$ cat config.mk
export PLATFORM = sky130hd
export DESIGN_NAME = button_conditioner
export DESIGN_NICKNAME = d
export VERILOG_FILES = /design/src/rtl/button_conditioner.sv
export SDC_FILE = /design/constraint.sdc
export NUM_CORES = 1
export LEC_CHECK = 0
export CAP_MARGIN = 40
export CORE_MARGIN = 8
export CORE_UTILIZATION = 50
export DETAILED_ROUTE_END_ITERATION = 10
export PLACE_DENSITY = 0.74
export SYNTH_ARGS = -nofsm -noshare
export SYNTH_HDL_FRONTEND = slang
export SYNTH_SLANG_ARGS = --single-unit
$ cat constraint.sdc
create_clock -name clk -period 5.25 [get_ports clk]
set_input_delay 0.525 -clock clk [delete_from_list [all_inputs] [get_ports clk]]
set_output_delay 0.525 -clock clk [all_outputs]
set_load 0.1 [all_outputs]
$ cat src/rtl/button_conditioner.sv
// Push-button conditioner: two-flop synchronizer, counter-based debounce FSM,
// and optional auto-repeat, producing a one-cycle count strobe and a clean level.
module button_conditioner #(
   parameter int STABLE_CYCLES = 500000,
   parameter int REPEAT_DELAY  = 25000000,
   parameter int REPEAT_PERIOD = 10000000,
   parameter int CNT_W         = 25
) (
   input  logic clk,
   input  logic reset,
   input  logic button,
   input  logic repeat_en,
   output logic pulse,
   output logic level
);

   typedef enum logic [1:0] {
      IDLE,
      PRESS_CHK,
      HELD,
      RELEASE_CHK
   } state_t;

   localparam logic [CNT_W-1:0] STABLE_LIM = CNT_W'(STABLE_CYCLES - 1);
   localparam logic [CNT_W-1:0] DELAY_LIM  = CNT_W'(REPEAT_DELAY - 1);
   localparam logic [CNT_W-1:0] PERIOD_LIM = CNT_W'(REPEAT_PERIOD - 1);

   logic             ff1_q, ff2_q;
   logic             sync;
   state_t           state_q, state_d;
   logic [CNT_W-1:0] cnt_q, cnt_d;
   logic [CNT_W-1:0] rpt_q, rpt_d;
   logic [CNT_W-1:0] rpt_lim;
   logic             first_q, first_d;
   logic             pulse_q, pulse_d;
   logic             level_q, level_d;

   assign sync    = ff2_q;
   assign rpt_lim = first_q ? DELAY_LIM : PERIOD_LIM;
   assign pulse   = pulse_q;
   assign level   = level_q;

   always_ff @(posedge clk) begin
      if (reset) begin
         ff1_q   <= 1'b0;
         ff2_q   <= 1'b0;
         state_q <= IDLE;
         cnt_q   <= '0;
         rpt_q   <= '0;
         first_q <= 1'b1;
         pulse_q <= 1'b0;
         level_q <= 1'b0;
      end else begin
         ff1_q   <= button;
         ff2_q   <= ff1_q;
         state_q <= state_d;
         cnt_q   <= cnt_d;
         rpt_q   <= rpt_d;
         first_q <= first_d;
         pulse_q <= pulse_d;
         level_q <= level_d;
      end
   end

   // Counters compare against their limit before incrementing, so they never wrap.
   always_comb begin
      state_d = state_q;
      cnt_d   = cnt_q;
      rpt_d   = rpt_q;
      first_d = first_q;
      pulse_d = 1'b0;
      level_d = level_q;
      case (state_q)
         IDLE: begin
            if (sync) begin
               state_d = PRESS_CHK;
               cnt_d   = '0;
            end
         end
         PRESS_CHK: begin
            if (!sync) begin
               state_d = IDLE;
            end else if (cnt_q == STABLE_LIM) begin
               state_d = HELD;
               pulse_d = 1'b1;
               level_d = 1'b1;
               rpt_d   = '0;
               first_d = 1'b1;
            end else begin
               cnt_d = cnt_q + CNT_W'(1);
            end
         end
         HELD: begin
            if (!sync) begin
               state_d = RELEASE_CHK;
               cnt_d   = '0;
            end else if (repeat_en) begin
               if (rpt_q == rpt_lim) begin
                  pulse_d = 1'b1;
                  rpt_d   = '0;
                  first_d = 1'b0;
               end else begin
                  rpt_d = rpt_q + CNT_W'(1);
               end
            end
         end
         RELEASE_CHK: begin
            // A bounce back to 1 resumes HELD with the repeat progress intact.
            if (sync) begin
               state_d = HELD;
            end else if (cnt_q == STABLE_LIM) begin
               state_d = IDLE;
               level_d = 1'b0;
            end else begin
               cnt_d = cnt_q + CNT_W'(1);
            end
         end
         default: state_d = IDLE;
      endcase
   end

endmodule
---- Word level (Yosys, flattened, before mapping) ----
Cells that the tools add are included.
storage, ports and cells
  bits in writable memories ............... 0
  bits in registers ....................... 57
  logic and storage cells ................. 69
  output and inout port bits .............. 2
  memories kept ........................... 0
  bits of input ports ..................... 4
  latch bits .............................. 0
  ROM bits ................................ 0
operators by class
  multiplexer cells ....................... 35
  order comparisons ....................... 0
  equal/unequal tests ..................... 16
  add/subtract/negate cells ............... 2
  multipliers ............................. 0
  shift operators ......................... 0
  bitwise gates (word level) .............. 0
  div/mod/pow operators ................... 0
  reduce and logical (&&, ||, !) cells .... 8
operators with widths
  operator                                               count
  two-way mux 25 bit                                     11
  case mux 25 bit (4 select lines)                       1
  adder 25 x 1 -> 25 bit, second input constant          2
  case mux 25 bit (2 select lines)                       1
  equality test 25 x 19 -> 1 bit, second input constant  1
  equality test 25 bit                                   1
  != test 2 bit, second input constant                   9
  two-way mux 1 bit                                      12
  two-way mux 2 bit                                      6
  AND reduction 5 bit                                    2
  case mux 2 bit (4 select lines)                        1
  AND reduction 4 bit                                    2
  != test 3 bit, second input constant                   2
  case mux 1 bit (2 select lines)                        3
  AND reduction 6 bit                                    1
  equality test 2 bit, second input constant             2
  nonzero test 2 bit                                     2
  equality test 2 x 1 -> 1 bit, second input constant    1
  logical NOT 2 bit                                      1

---- Longest topological paths before layout ----
Gate-level depths: netlist (run 1).
  depth in word-level cells ............... 6
  depth in mapped cells ................... 11
  mapped depth without buffers ............ 8

---- Worst setup path after synthesis (run 1) ----
No wires, ideal clock.
  path kind ............................... reg2reg
  start ................................... register state_q[0]
  end ..................................... register first_q
  slack ................................... 2.857 ns
  buffers on the path ..................... 2
  arrival ................................. 2.271 ns
  clock period less this slack ............ 2.393 ns
  stages on the path, launching flop included .. 10
  required time ........................... 5.128 ns
  library setup time ...................... 0.122 ns
  cells stage by stage .................... dfxtp_1 -> inv_1 -> ha_1 -> clkbuf_1 -> mux2_2 -> nand4_1 -> o22ai_1 -> clkbuf_1 -> nand2_1 -> a221o_1
on the way
  word-level cells in the longest chain between the ends .. 3
  elaborated cells between the ends (all ways) .. 10
  those cells by class .................... 7 x eq/ne; 1 x mux; 2 x reduce/logical
ends and longest elaborated chain
  item                                                                  RTL line  source
  from (decl)                                                           30        state_t state_q, state_d;
  from (signal assigned)                                                56        state_q <= state_d;
  equality test 2 bit or equality test 2 x 1 -> 1 bit (tied branches)   73        case (state_q)
  != test 2 bit (no source line) or nonzero test 2 bit (tied branches)  n/a
  AND reduction 6 bit (no source line)                                  n/a
  to (signal assigned)                                                  59        first_q <= first_d;
  to (decl)                                                             34        logic first_q, first_d;
Several ways; a longest one is shown, not always the timed one.
A chain may end at the register's enable or synchronous reset.

---- Worst setup path in the final report (run 1) ----
  start ................................... register rpt_q[9]
  end ..................................... register rpt_q[0]
on the way
  word-level cells in the longest chain between the ends .. 5
ends and longest elaborated chain
  item                              RTL line  source
  from (decl)                       32        logic [CNT_W-1:0] rpt_q, rpt_d;
  from (signal assigned)            58        rpt_q <= rpt_d;
  equality test 25 bit              98        if (rpt_q == rpt_lim) begin
  two-way mux 25 bit                98
  two-way mux 25 bit                97        end else if (repeat_en) begin
  two-way mux 25 bit                94        if (!sync) begin
  case mux 25 bit (2 select lines)  73
Every way passes these cells. The select of a mux whose other input is x is not followed.

==> results.yml, run 1 <==
routing:
  wl_per_cell_um: 15.10
  drtIter0Drc: 208
  dr.pass1.iters: 5
  avgViaCountPerCell: 6.089
  drtAntennaViolNets: 0
  vias: 2746
  drc: 0
  routed_wl_um: 6812
placed_design:
  dp_hpwl_um: 4629
  gp_congestion: 0.8615
  portBuffers: 5
die:
  io_pins: 6
  design.core.area_sq_mm: 0.005886
  start_util_pct: 51.70
  die_w_um: 94.01
  rows: 28
  fp.dieArea_sq_mm: 0.008838
  dieHeight_um: 94.01
critical_path:
  arrival_ps: 2950
  r2r_cells: 6
  worst_setup_path_start_kind: "flip-flop"
  endpoint_kind: "flip-flop"
  worst-setup-path-type: "reg2reg"
  required_ps: 5450
  worstPathMaxFanout: 25
global_routing:
  antenna_found_initial: 0
  grt_usage_pct: 16.71
  grt_max_degree: 26
  grt_pass1_wl_um: 11930
  grt_pass1_vias: 2564
  grt-ovfl-total: 0
cts:
  post_cts_buffers: 0
  htreeDepth: 3
  cts_hold_buf: 0
  cts_made_buffers: 9
  cts_max_path_buffers: 2
  cts_resized: 0
  clk_pin_slew_ps: 70
  cts_tree: "done"
  clkLatencyLatePin_ps: 340
  clock_sinks: 57
  cts-root-buf: "clkbuf_8"
final_layout:
  fillers: 539
  nets: 381
  regArea_sq_mm: 0.001141
  diodes: 0
  multiInputGateArea_sq_mm: 0.001782
  layout-area-overhead-vs-synth_pct: 10.90
  finalCoreUtilization_pct: 57.33
  drive_gt1_share_pct: 7.447
logic_synthesis:
  ys_top_cells_by_area: "dfxtp_1 38%, nor2_1 4.9%, nand4_1 4.5%, xor2_1 4.3%, a21oi_1 3.9%"
  ys_seq_area_share_pct: 37.50
  yosysTopAreaCell: "dfxtp_1"
  synth-simple-area-share_pct: 33.63
  ys_seq_elements: 57
  yosys.area_share.adder_pct: 2.467
  synth_edf_count: 0
  synth_top_family_by_area: "simple AND/OR/NAND/NOR gates"
  synth_top_area_share_pct: 37.50
  synth_compound_area_share_pct: 14.19
  ys_async_sr_fraction_pct: 0
  yosysWarningCount: 0
  synth_xor_area_share_pct: 6.908
  synth_most_common_cell: "dfxtp_1"
  synth_ff_type: "dfxtp_1"
  synth_cell_types: 50
  syn-cell-area_sq_mm: 0.003043
  synthMuxAreaShare_pct: 1.357
  synthCells: 369
  syn_avg_cell_area_sq_um: 8.246
  synth_fp_nets: 379
  yosys-top-cells-count: "57 x dfxtp_1, 40 x nor2_1, 29 x nand2_1, 24 x a21oi_1, 22 x nand4_1"
sta:
  setup_viol: 0
  clock_skew_ps: 8.976
  rsz0062_at_grt: "no"
  post-route-period-util_pct: 52.54
  slew_violations: 0
  worst_pin_slew_ps: 839.1
  relSlewSlack_pct: 44.06
  final.min_clock_period_ps: 2758
  max_freq_ghz: 0.3625
  finalSetupTns_ps: 0
  fin_hold_ws_ps: 453.1
  hold_violations: 0
power_and_ir_drop:
  worst_ir_drop_vdd_mv: 0.1721
  p_per_area_mw_per_mm2: 292.2
  p_leak_uw: 0.001099
flow_run:
  maxCapViolCount: 0
run_status:
  status: "complete, no violations"
worst_hold_path:
  whs_path_depth: 1
  min_path_type: "reg2reg"
==> power breakdown <==
group          internal [uW]  total (uW)  switching [uW]
registers                436         440            3.88
clock network            291         474             182
logic                   21.7        73.0            51.3
total                    749         986             238
==> kinds of logic (layout without fill, tap and decap cells) <==
logic type,after synthesis,after routing
buf+inv,26,33
xor+xnor,24,24
compound gates,66,66
mux,4,4
simple gates,186,186
flops,57,57
fa+ha+maj,6,6
==> worst max-delay path: stages, from the launching register on <==
cell and delay (ps):
dfxtp_1 410, or4_1 490, or4_1 540, a211o_1 320, and2_4 180, a21oi_4 540
nor2_1 120
==> registers in the layout (all words and copies together) (netlist names), named ones only <==
register / flops
ff2_q: 1
pulse: 1
state_q: 1
first_q: 1
level: 1
ff1_q: 1
cnt_q: 25
rpt_q: 25
==> per-layer routing <==
metal	GRT usage, %	wire length (um)	vias to the layer above
met3	3.357	333	17
met4	9.908	172	0
met5	0	0	-
met1	21.07	3171	1298
met2	25.67	3135	74
li1	-	-	1357
==> through the flow <==
stage               instances  instance area, sq um  worst slack (ps)  power [uW]
floorplan                 369                  3043              2857       503.7
detailed placement        435                  3146              2534       521.1
finish                    451                  3374              2492       986.2
global route              451                  3374              2295        1023
CTS                       451                  3374              2501       997.1
global placement          433                  3115              2581       520.1
==> cell usage in the layout (no fill, tap or decap), types with 4 or more instances in the layout <==
cell / count
o21ai_0: 15
a21oi_1: 24
ha_1: 6
nor2_1: 40
nor3b_1: 4
dfxtp_1: 57
clkdlybuf4s50_1: 5
xnor2_1: 9
inv_1: 7
and4_1: 6
xor2_1: 15
o31ai_1: 5
nor3_1: 5
or4_1: 12
nand2_1: 29
nand4_1: 22
nor2b_1: 7
and3_1: 8
clkbuf_8: 11
nand3_1: 20
nor4_1: 4
or3_1: 9
==> final timing paths <==
| kind | endpoint | from | slack, ps |
|---|---|---|---|
| max | rpt_q[0]$_SDFFE_PP0P_ | rpt_q[9]$_SDFFE_PP0P_ | 2490 |
| min | ff2_q$_SDFF_PP0_ | ff1_q$_SDFF_PP0_ | 450 |
| max reg2reg | rpt_q[0]$_SDFFE_PP0P_ | rpt_q[9]$_SDFFE_PP0P_ | 2490 |
| min reg2reg | ff2_q$_SDFF_PP0_ | ff1_q$_SDFF_PP0_ | 450 |
==> area by class of cell <==
class	count	share of cell area, %
Clock buffer	11	4.486
Clock inverter	5	2.299
Inverter	7	0.7786
Multi-Input combinational cell	286	52.80
Sequential cell	57	33.82
Tap cell	75	2.781
Timing Repair Buffer	10	3.040
Power figures use the tool's default switching activity.
==> run 2: changes to the inputs <==
==> constraint.sdc (replaced) <==
create_clock -name clk -period 2.6 [get_ports clk]
set_input_delay 0.26 -clock clk [delete_from_list [all_inputs] [get_ports clk]]
set_output_delay 0.26 -clock clk [all_outputs]
set_load 0.1 [all_outputs]
==> run 2 against run 1 <==
Critical endpoint is now rpt_q[5]$_SDFFE_PP0P_. Final cell count rose by 2.7%. Wire length increased by 0.21%. Total power grew 85%. Sequential cell count is the same. Largest power group is now sequential cells. Register-to-register slack worse by 2300 ps. Clock-buffer cell count unchanged. First-iteration DRC count down 17%. Largest cell class unchanged.
==> results.yml, run 2 (synthesized netlist as in run 1, its figures left out) <==
global_routing:
  grt_max_degree: 26
  grt_usage_pct: 16.31
  grt-ovfl-total: 0
  grt_pass1_vias: 2484
  antenna_found_initial: 0
  grt_pass1_wl_um: 11690
die:
  fp.dieArea_sq_mm: 0.008838
  die_w_um: 94.01
  rows: 28
  io_pins: 6
  dieHeight_um: 94.01
  design.core.area_sq_mm: 0.005886
  start_util_pct: 51.70
power_and_ir_drop:
  p_leak_uw: 0.001152
  p_per_area_mw_per_mm2: 533.7
  worst_ir_drop_vdd_mv: 0.2810
critical_path:
  worstPathMaxFanout: 25
  arrival_ps: 2620
  worst_setup_path_start_kind: "flip-flop"
  endpoint_kind: "flip-flop"
  required_ps: 2820
  worst-setup-path-type: "reg2reg"
routing:
  drc: 0
  routed_wl_um: 6826
  vias: 2747
  wl_per_cell_um: 14.74
  drtAntennaViolNets: 0
  dr.pass1.iters: 4
  avgViaCountPerCell: 5.933
  drtIter0Drc: 173
final_layout:
  reg_top3: "cnt_q: 25 flops, rpt_q: 25 flops"
  diodes: 0
  final_cell_mix: "57 x dfxtp_1, 40 x nor2_1, 29 x nand2_1"
  fillers: 533
  nets: 394
  layout_commonest_cell: "dfxtp_1"
  drive_gt1_share_pct: 10.82
  layout-area-overhead-vs-synth_pct: 12.54
cts:
  clock_sinks: 57
  cts_resized: 0
  cts_hold_buf: 0
  cts_max_path_buffers: 2
  clk_pin_slew_ps: 60
  post_cts_buffers: 0
  cts_tree: "done"
  cts_made_buffers: 9
  cts-root-buf: "clkbuf_8"
  clkLatencyLatePin_ps: 330
  htreeDepth: 3
sta:
  slew_violations: 0
  post-route-period-util_pct: 92.49
  rsz0062_at_grt: "no"
  fin_hold_ws_ps: 447.2
  worst_pin_slew_ps: 543.7
  fin_ws_ps: 195.3
  setup_viol: 0
  max_freq_ghz: 0.4159
  final.min_clock_period_ps: 2405
  finalSetupTns_ps: 0
  relSlewSlack_pct: 63.62
  clock_skew_ps: 8.797
  hold_violations: 0
placed_design:
  place_ws_ps: 192.1
  dp_hpwl_um: 4788
  gp_congestion: 0.8941
  portBuffers: 5
worst_hold_path:
  min_path_type: "reg2reg"
flow_run:
  maxCapViolCount: 0
run_status:
  status: "complete, no violations"
## run 2: changes by cell type in the layout (fill, tap and decap cells not counted), moves of 2 or more
cell,delta
buf_4,+16
buf_8,-2
clkbuf_1,+2
clkbuf_8,-2
clkdlybuf4s50_1,-2
o22ai_1,-2
o22ai_2,+2
## run 2: power breakdown
part / internal (uW) / leakage (uW) / total, uW / switching (uW)
Combinational: 62.1 / 0.000599 / 171 / 109
Clock: 433 / 0.0000929 / 769 / 336
Sequential: 880 / 0.000460 / 888 / 7.96
Total: 1370 / 0.00115 / 1830 / 453
## run 2: cell type report
cell class                      count  area (sq um)  share of cell area (%)
Clock buffer                       11         131.4                   3.836
Inverter                            7         26.28                  0.7673
Clock inverter                      4         45.04                   1.315
Tap cell                           75         93.84                   2.740
Multi-Input combinational cell    286          1794                   52.39
Sequential cell                    57          1141                   33.32
Timing Repair Buffer               23         192.7                   5.627
## run 2: stage by stage
| stage | cells | total power, uW | utilization (%) | area (sq um) |
|---|---|---|---|---|
| 2_1_floorplan | 369 | 1017 | - | 3043 |
| 3_3_place_gp | 448 | 1070 | 54.97 | 3236 |
| 3_5_place_dp | 448 | 1073 | 54.97 | 3236 |
| 4_1_cts | 463 | 1843 | 57.97 | 3412 |
| 5_1_grt | 463 | 1912 | 58.18 | 3425 |
| 6_report | 463 | 1828 | 58.18 | 3425 |
## run 2: critical path, stage by stage (launching register included)
cell     delay (ps)
dfxtp_1         340
or4_1           510
or4_1           520
a211o_1         320
and2_4          180
a21oi_4         160
buf_12          180
nor2_1           60
## run 2: worst paths after layout
kind                                             start                    end  slack, ps  cells past startpoint
worst min register to register        ff1_q$_SDFF_PP0_       ff2_q$_SDFF_PP0_        450                      1
worst min-delay path                  ff1_q$_SDFF_PP0_       ff2_q$_SDFF_PP0_        450                      1
worst max-delay path            rpt_q[23]$_SDFFE_PP0P_  rpt_q[5]$_SDFFE_PP0P_        200                      7
worst max register to register  rpt_q[23]$_SDFFE_PP0P_  rpt_q[5]$_SDFFE_PP0P_        200                      7
## run 2: routing by layer
layer / wire length, um / GRT usage, % / vias up
met4: 153 / 8.454 / 0
li1: - / - / 1387
met3: 273 / 3.197 / 15
met2: 3133 / 24.27 / 58
met1: 3264 / 21.68 / 1287
met5: 0 / 0 / -
==> run 3: changes to the inputs <==
--- a/config.mk
+++ b/config.mk
@@ -8,6 +8,8 @@
 export CAP_MARGIN = 40
 export CORE_MARGIN = 8
 export CORE_UTILIZATION = 50
+export CTS_CLUSTER_DIAMETER = 40
+export CTS_CLUSTER_SIZE = 24
 export DETAILED_ROUTE_END_ITERATION = 10
 export PLACE_DENSITY = 0.74
 export SYNTH_ARGS = -nofsm -noshare
==> results of run 3 <==
No change in the layout: final DEF, timing and power equal those of run 2.
==> variant 1 (config.mk and constraints of run 1) <==
Reset style: asynchronous (`reset`), changed in one clocked block.
--- a/src/rtl/button_conditioner.sv
+++ b/src/rtl/button_conditioner.sv
@@ -40,7 +40,7 @@
    assign pulse   = pulse_q;
    assign level   = level_q;
 
-   always_ff @(posedge clk) begin
+   always_ff @(posedge clk or posedge reset) begin
       if (reset) begin
          ff1_q   <= 1'b0;
          ff2_q   <= 1'b0;
Formal check against the unedited RTL: no difference found for any inputs over 10 cycles, from zero or initial values and one cycle with reset high; that may be too few to reach the edited logic, so the function may still have changed.
==> variant 1 against run 1 <==
- synthesized cell count grew 3.8%
- final cell count increased by 4.4%
- critical path depth grew 2
- critical path type unchanged
- wire length rose by 16%
- cell area grew 10%
- synthesized area grew 12%
- worst setup slack got worse by 0.057 ns
- sequential share of layout area grew 4.5 points
- sequential cell count did not move
Power is not compared: it rests on default switching activity, and its combinational part moved more than twofold at a synthesized area within 25%.
==> variant 1: results (changes against run 1) <==
- final worst clock skew: 0.00894 ns, was 0.00898 ns
- total track usage: 17.4%, was 16.7%
- transition time of the tightest slew-check pin: 0.855 ns, was 0.839 ns
- hpwl dp: 5300 um, was 4630 um
- vias in the first global route: 2944, was 2564
- critical path peak fanout: 6, was 25
- M1 WL: 3610 um, was 3170 um
- data arrival at the endpoint of the critical path: 3.07 ns, was 2.95 ns
- result of the run: completed, unchanged
- Net Count, Synth: 393, was 379
- number of nets at the end of the flow: 396, was 381
- launch point of the critical path: cnt_q[0], was rpt_q[9]
- most used flip-flop cell after synthesis: sky130_fd_sc_hd__dfrtp_1, was sky130_fd_sc_hd__dfxtp_1
- starting DRC count in detailed routing: 160, was 208
- fraction of the cycle the final worst path needs: 53.6%, was 52.5%
- count of cell types in the netlist: 51, was 50
- sequential share of the synthesized area: 42.1%, was 37.5%
- largest net degree at the start of global routing: 58, was 26
- FF-to-FF End: cnt_q[8], was rpt_q[0]
- top cells by count, synth: 56 x sky130_fd_sc_hd__dfrtp_1, 39 x sky130_fd_sc_hd__nand2_1, 33 x sky130_fd_sc_hd__o21ai_0, 26 x sky130_fd_sc_hd__nor2_1, 22 x sky130_fd_sc_hd__nand4_1, was 57 x sky130_fd_sc_hd__dfxtp_1, 40 x sky130_fd_sc_hd__nor2_1, 29 x sky130_fd_sc_hd__nand2_1, 24 x sky130_fd_sc_hd__a21oi_1, 22 x sky130_fd_sc_hd__nand4_1
- Reg2Reg Setup Slack: 2.43 ns, was 2.49 ns
- leading post-synthesis cells by cell area: sky130_fd_sc_hd__dfrtp_1 41%, sky130_fd_sc_hd__o21ai_0 4.9%, sky130_fd_sc_hd__nand2_1 4.3%, was sky130_fd_sc_hd__dfxtp_1 38%, sky130_fd_sc_hd__nor2_1 4.9%, sky130_fd_sc_hd__nand4_1 4.5%
- Pre-antenna DRT Iters: 4, was 5
- global-route wire length before repair: 13900 um, was 11900 um
- share of synthesized registers carrying an async set or reset: 100%, was 0%
[variant 1: worst max-delay path, cell delays in order (launching register included)]
cell                      delay [ns]
sky130_fd_sc_hd__dfrtp_1        0.41
sky130_fd_sc_hd__ha_1           0.24
sky130_fd_sc_hd__nand4_1        0.21
sky130_fd_sc_hd__or4_1          0.62
sky130_fd_sc_hd__o31ai_1        0.75
sky130_fd_sc_hd__buf_4          0.29
sky130_fd_sc_hd__a31o_2         0.11
sky130_fd_sc_hd__nand2_1        0.05
sky130_fd_sc_hd__o31ai_1        0.06
[variant 1: per-stage QoR]
step	area (um2)	power, uW	instances
6_report	3720	1690	471
5_1_grt	3720	1810	471
4_1_cts	3720	1700	471
3_5_place_dp	3520	1260	455
3_3_place_gp	3480	1230	452
2_1_floorplan	3390	1110	383
[variant 1: final cells by class]
cell class / instances / area, um2 / area share [%]
multi-input combinational: 295 / 1830 / 49.2
sequential: 57 / 1430 / 38.3
clock buffer: 12 / 155 / 4.17
timing repair buffer: 12 / 118 / 3.16
tap: 80 / 100 / 2.69
clock inverter: 4 / 51.3 / 1.38
inverter: 11 / 41.3 / 1.11
[variant 1: cell families (layout without fill, tap and decap cells)]
kind of cell | Yosys count | in the layout | synth area share (%)
and+or+nand+nor | 157 | 157 | 25.4
AOI/OAI and AO/OA | 130 | 130 | 25.7
DFF | 57 | 57 | 42.1
buffers and inverters | 31 | 39 | 4.02
adders and majority gates | 6 | 6 | 2.21
muxes | 2 | 2 | 0.590
[variant 1: worst min-delay path by stage]
stage	end	from	depth (start not counted)
final	ff2_q	ff1_q	0
after global routing	ff2_q	ff1_q	0
after CTS	ff2_q	ff1_q	0
after detailed placement	ff2_q	ff1_q	0
after global placement	ff2_q	ff1_q	0
after floorplan	ff2_q	ff1_q	0
[variant 1: power by group]
| part | internal (uW) | total (uW) | switching (uW) |
|---|---|---|---|
| registers | 524 | 640 | 117 |
| logic | 256 | 620 | 364 |
| clock network | 245 | 430 | 185 |
[variant 1: routing by layer]
layer | track usage (%) | up-vias
met1 | 21.4 | 1493
met2 | 27.7 | 71
met4 | 8.62 | 0
li1 | - | 1478
met3 | 4.55 | 18
met5 | 0 | -
==> variant 2 (settings of run 1) <==
Without the edit above. `CNT_W`: 25 -> 17.
--- a/src/rtl/button_conditioner.sv
+++ b/src/rtl/button_conditioner.sv
@@ -4,7 +4,7 @@
    parameter int STABLE_CYCLES = 500000,
    parameter int REPEAT_DELAY  = 25000000,
    parameter int REPEAT_PERIOD = 10000000,
-   parameter int CNT_W         = 25
+   parameter int CNT_W         = 17
 ) (
    input  logic clk,
    input  logic reset,
Function: same outputs for any inputs over 10 cycles, from zero or initial values and one cycle with reset high; that may be too few to reach the edited logic, so the function may still have changed.
==> variant 2 against run 1 <==
- power decreased by 35%
- via count decreased by 24%
- count of clock-buffer cells in the layout decreased by 6
- cell area decreased by 23%
- wire length fell by 25%
- worst setup slack improved by 0.081 ns
- synthesized area down 22%
- fmax up 3.0%
- global-route usage shrank 2.2 points
- sequential cell count decreased by 16
- largest power group is now sequential cells
- largest cell class unchanged
- final cell count is 27% lower
==> variant 2: results (changes against run 1) <==
- Max stage delay cell, worst path: sky130_fd_sc_hd__or4_1, unchanged
- H-tree Lvls: 2, was 3
- Worst-Skew Late Latency: 0.29 ns, was 0.34 ns
- post-cts sizing count: 0, unchanged
- fraction of the mapped netlist area in adder cells: 3.17%, was 2.47%
- max-slew headroom at the worst pin: 35.3%, was 44.1%
- largest stage delay on the critical path: 0.61 ns, was 0.54 ns
- top cells by count, synth: 41 x sky130_fd_sc_hd__dfxtp_1, 21 x sky130_fd_sc_hd__nand2_1, 19 x sky130_fd_sc_hd__nor2_1, 18 x sky130_fd_sc_hd__a21oi_1, 14 x sky130_fd_sc_hd__nand3_1, was 57 x sky130_fd_sc_hd__dfxtp_1, 40 x sky130_fd_sc_hd__nor2_1, 29 x sky130_fd_sc_hd__nand2_1, 24 x sky130_fd_sc_hd__a21oi_1, 22 x sky130_fd_sc_hd__nand4_1
- ANT cells: 0, unchanged
- P_leak: 0.000825 uW, was 0.00110 uW
- largest net degree at the start of global routing: 18, was 26
- Regs by FF count: cnt_q (17), rpt_q (17), was cnt_q (25), rpt_q (25)
- Num CTS Buffers: 5, was 9
- placer's final routability congestion estimate: 0.873, was 0.862
- most used flip-flop cell after synthesis: sky130_fd_sc_hd__dfxtp_1, unchanged
- data arrival at the endpoint of the critical path: 2.90 ns, was 2.95 ns
- share of synthesized registers carrying an async set or reset: 0%, unchanged
- number of nets at the end of the flow: 287, was 381
- count of cell types in the netlist: 66, was 50
- result of the run: completed, unchanged
- sequential share of the synthesized area: 34.7%, was 37.5%
- clock tree root driver cell: sky130_fd_sc_hd__clkbuf_8, unchanged
- starting DRC count in detailed routing: 126, was 208
- area share of the leading cell type in the synthesized netlist: 34.7%, was 37.5%
- hpwl dp: 3710 um, was 4630 um
- share of the synthesized netlist area taken by xor and xnor gates: 2.22%, was 6.91%
- Net Count, Synth: 284, was 379
- worst supply voltage drop on vdd: 0.159 mV, was 0.172 mV
- final-layout fill cell count: 408, was 539
- setup fix buffers added after clock tree synthesis: 0, unchanged
- leading post-synthesis cells by cell area: sky130_fd_sc_hd__dfxtp_1 35%, sky130_fd_sc_hd__a21oi_1 3.8%, sky130_fd_sc_hd__nand2_1 3.3%, was sky130_fd_sc_hd__dfxtp_1 38%, sky130_fd_sc_hd__nor2_1 4.9%, sky130_fd_sc_hd__nand4_1 4.5%
- routed via count divided by cell count: 6.27, was 6.09
- vias in the first global route: 1921, was 2564
- critical path peak fanout: 17, was 25
- Routed wire per std cell: 15.5 um, was 15.1 um
- ratio of cells with drive above 1 in the final layout: 11.6%, was 7.45%
- setup slack at placement: 2.56 ns, was 2.53 ns
- share of the synthesized area in compound gates (AO/OA/AOI/OAI): 23.4%, was 14.2%
- DRC viols: 0, unchanged
- classification of the worst-slack hold path: register to register, unchanged
- final worst clock skew: 0.0136 ns, was 0.00898 ns
- Pre-antenna DRT Iters: 4, was 5
- total track usage: 14.5%, was 16.7%
- placed instance area: 2480 um2, was 3150 um2
- multiplexer share of the synthesized area: 3.54%, was 1.36%
- global-route wire length before repair: 8700 um, was 11900 um
[variant 2: cell count changes after synthesis, moves of 7 or more]
cell and delta:
sky130_fd_sc_hd__nor2_1 -21, sky130_fd_sc_hd__nand4_1 -14, sky130_fd_sc_hd__xor2_1 -11, sky130_fd_sc_hd__nand2_1 -8
sky130_fd_sc_hd__o21ai_0 -13, sky130_fd_sc_hd__o21ai_1 +9, sky130_fd_sc_hd__dfxtp_1 -16, sky130_fd_sc_hd__clkbuf_1 -8
sky130_fd_sc_hd__xnor2_1 -7
[variant 2: worst max-delay path, delay by kind of cell (launching register included)]
family                   cells  cell delay [ns]
AO/OA/AOI/OAI                1             0.39
buffers and inverters        1             0.10
AND/OR/NAND/NOR              3             1.20
adder cells (fa/ha/maj)      1             0.35
flip-flops                   1             0.44
multiplexers                 1             0.13
[variant 2: final timing paths]
| kind | from | end | slack, ns | cells after the start |
|---|---|---|---|---|
| hold reg to reg | ff1_q | ff2_q | 0.45 | 1 |
| hold / removal | ff1_q | ff2_q | 0.45 | 1 |
| setup reg to reg | state_q[0] | rpt_q[16] | 2.57 | 7 |
| setup / recovery | state_q[0] | rpt_q[16] | 2.57 | 7 |
[variant 2: metrics by stage]
| step | instances | utilization, % |
|---|---|---|
| 3_3_place_gp | 321 | 52.1 |
| 5_1_grt | 331 | 55.4 |
| 4_1_cts | 331 | 55.4 |
| 3_5_place_dp | 324 | 53.2 |
| 2_1_floorplan | 274 | - |
| 6_report | 331 | 55.4 |
[variant 2: cell families (layout without fill, tap and decap cells)]
family	after synthesis	count (layout)
DFF	41	41
buffers and inverters	23	26
xor gates and xnor gates	6	6
muxes	8	8
AOI/OAI and AO/OA	70	70
and+or+nand+nor	120	120
adders and majority gates	6	6
[variant 2: final cells by class]
class                      instances  area, um2  share of cell area (%)
clock buffer                       5       68.8                    2.66
clock inverter                     2       35.0                    1.36
inverter                          11       41.3                    1.60
multi-input combinational        210       1450                    56.1
sequential                        41        821                    31.8
tap                               54       67.6                    2.62
timing repair buffer               8        100                    3.88
[variant 2: power by group]
part / internal (uW) / switching, uW
clock network: 138 / 108
logic: 29.2 / 48.3
registers: 315 / 5.62
total: 483 / 162
[variant 2: metal layers]
layer  part of all wire, %  GRT usage (%)  up-vias
met1                    48           17.5      990
met5                     0              0        -
met4                  0.93           4.85        0
met3                   2.8           2.80        4
met2                    49           25.1       34
li1                      -              -     1047
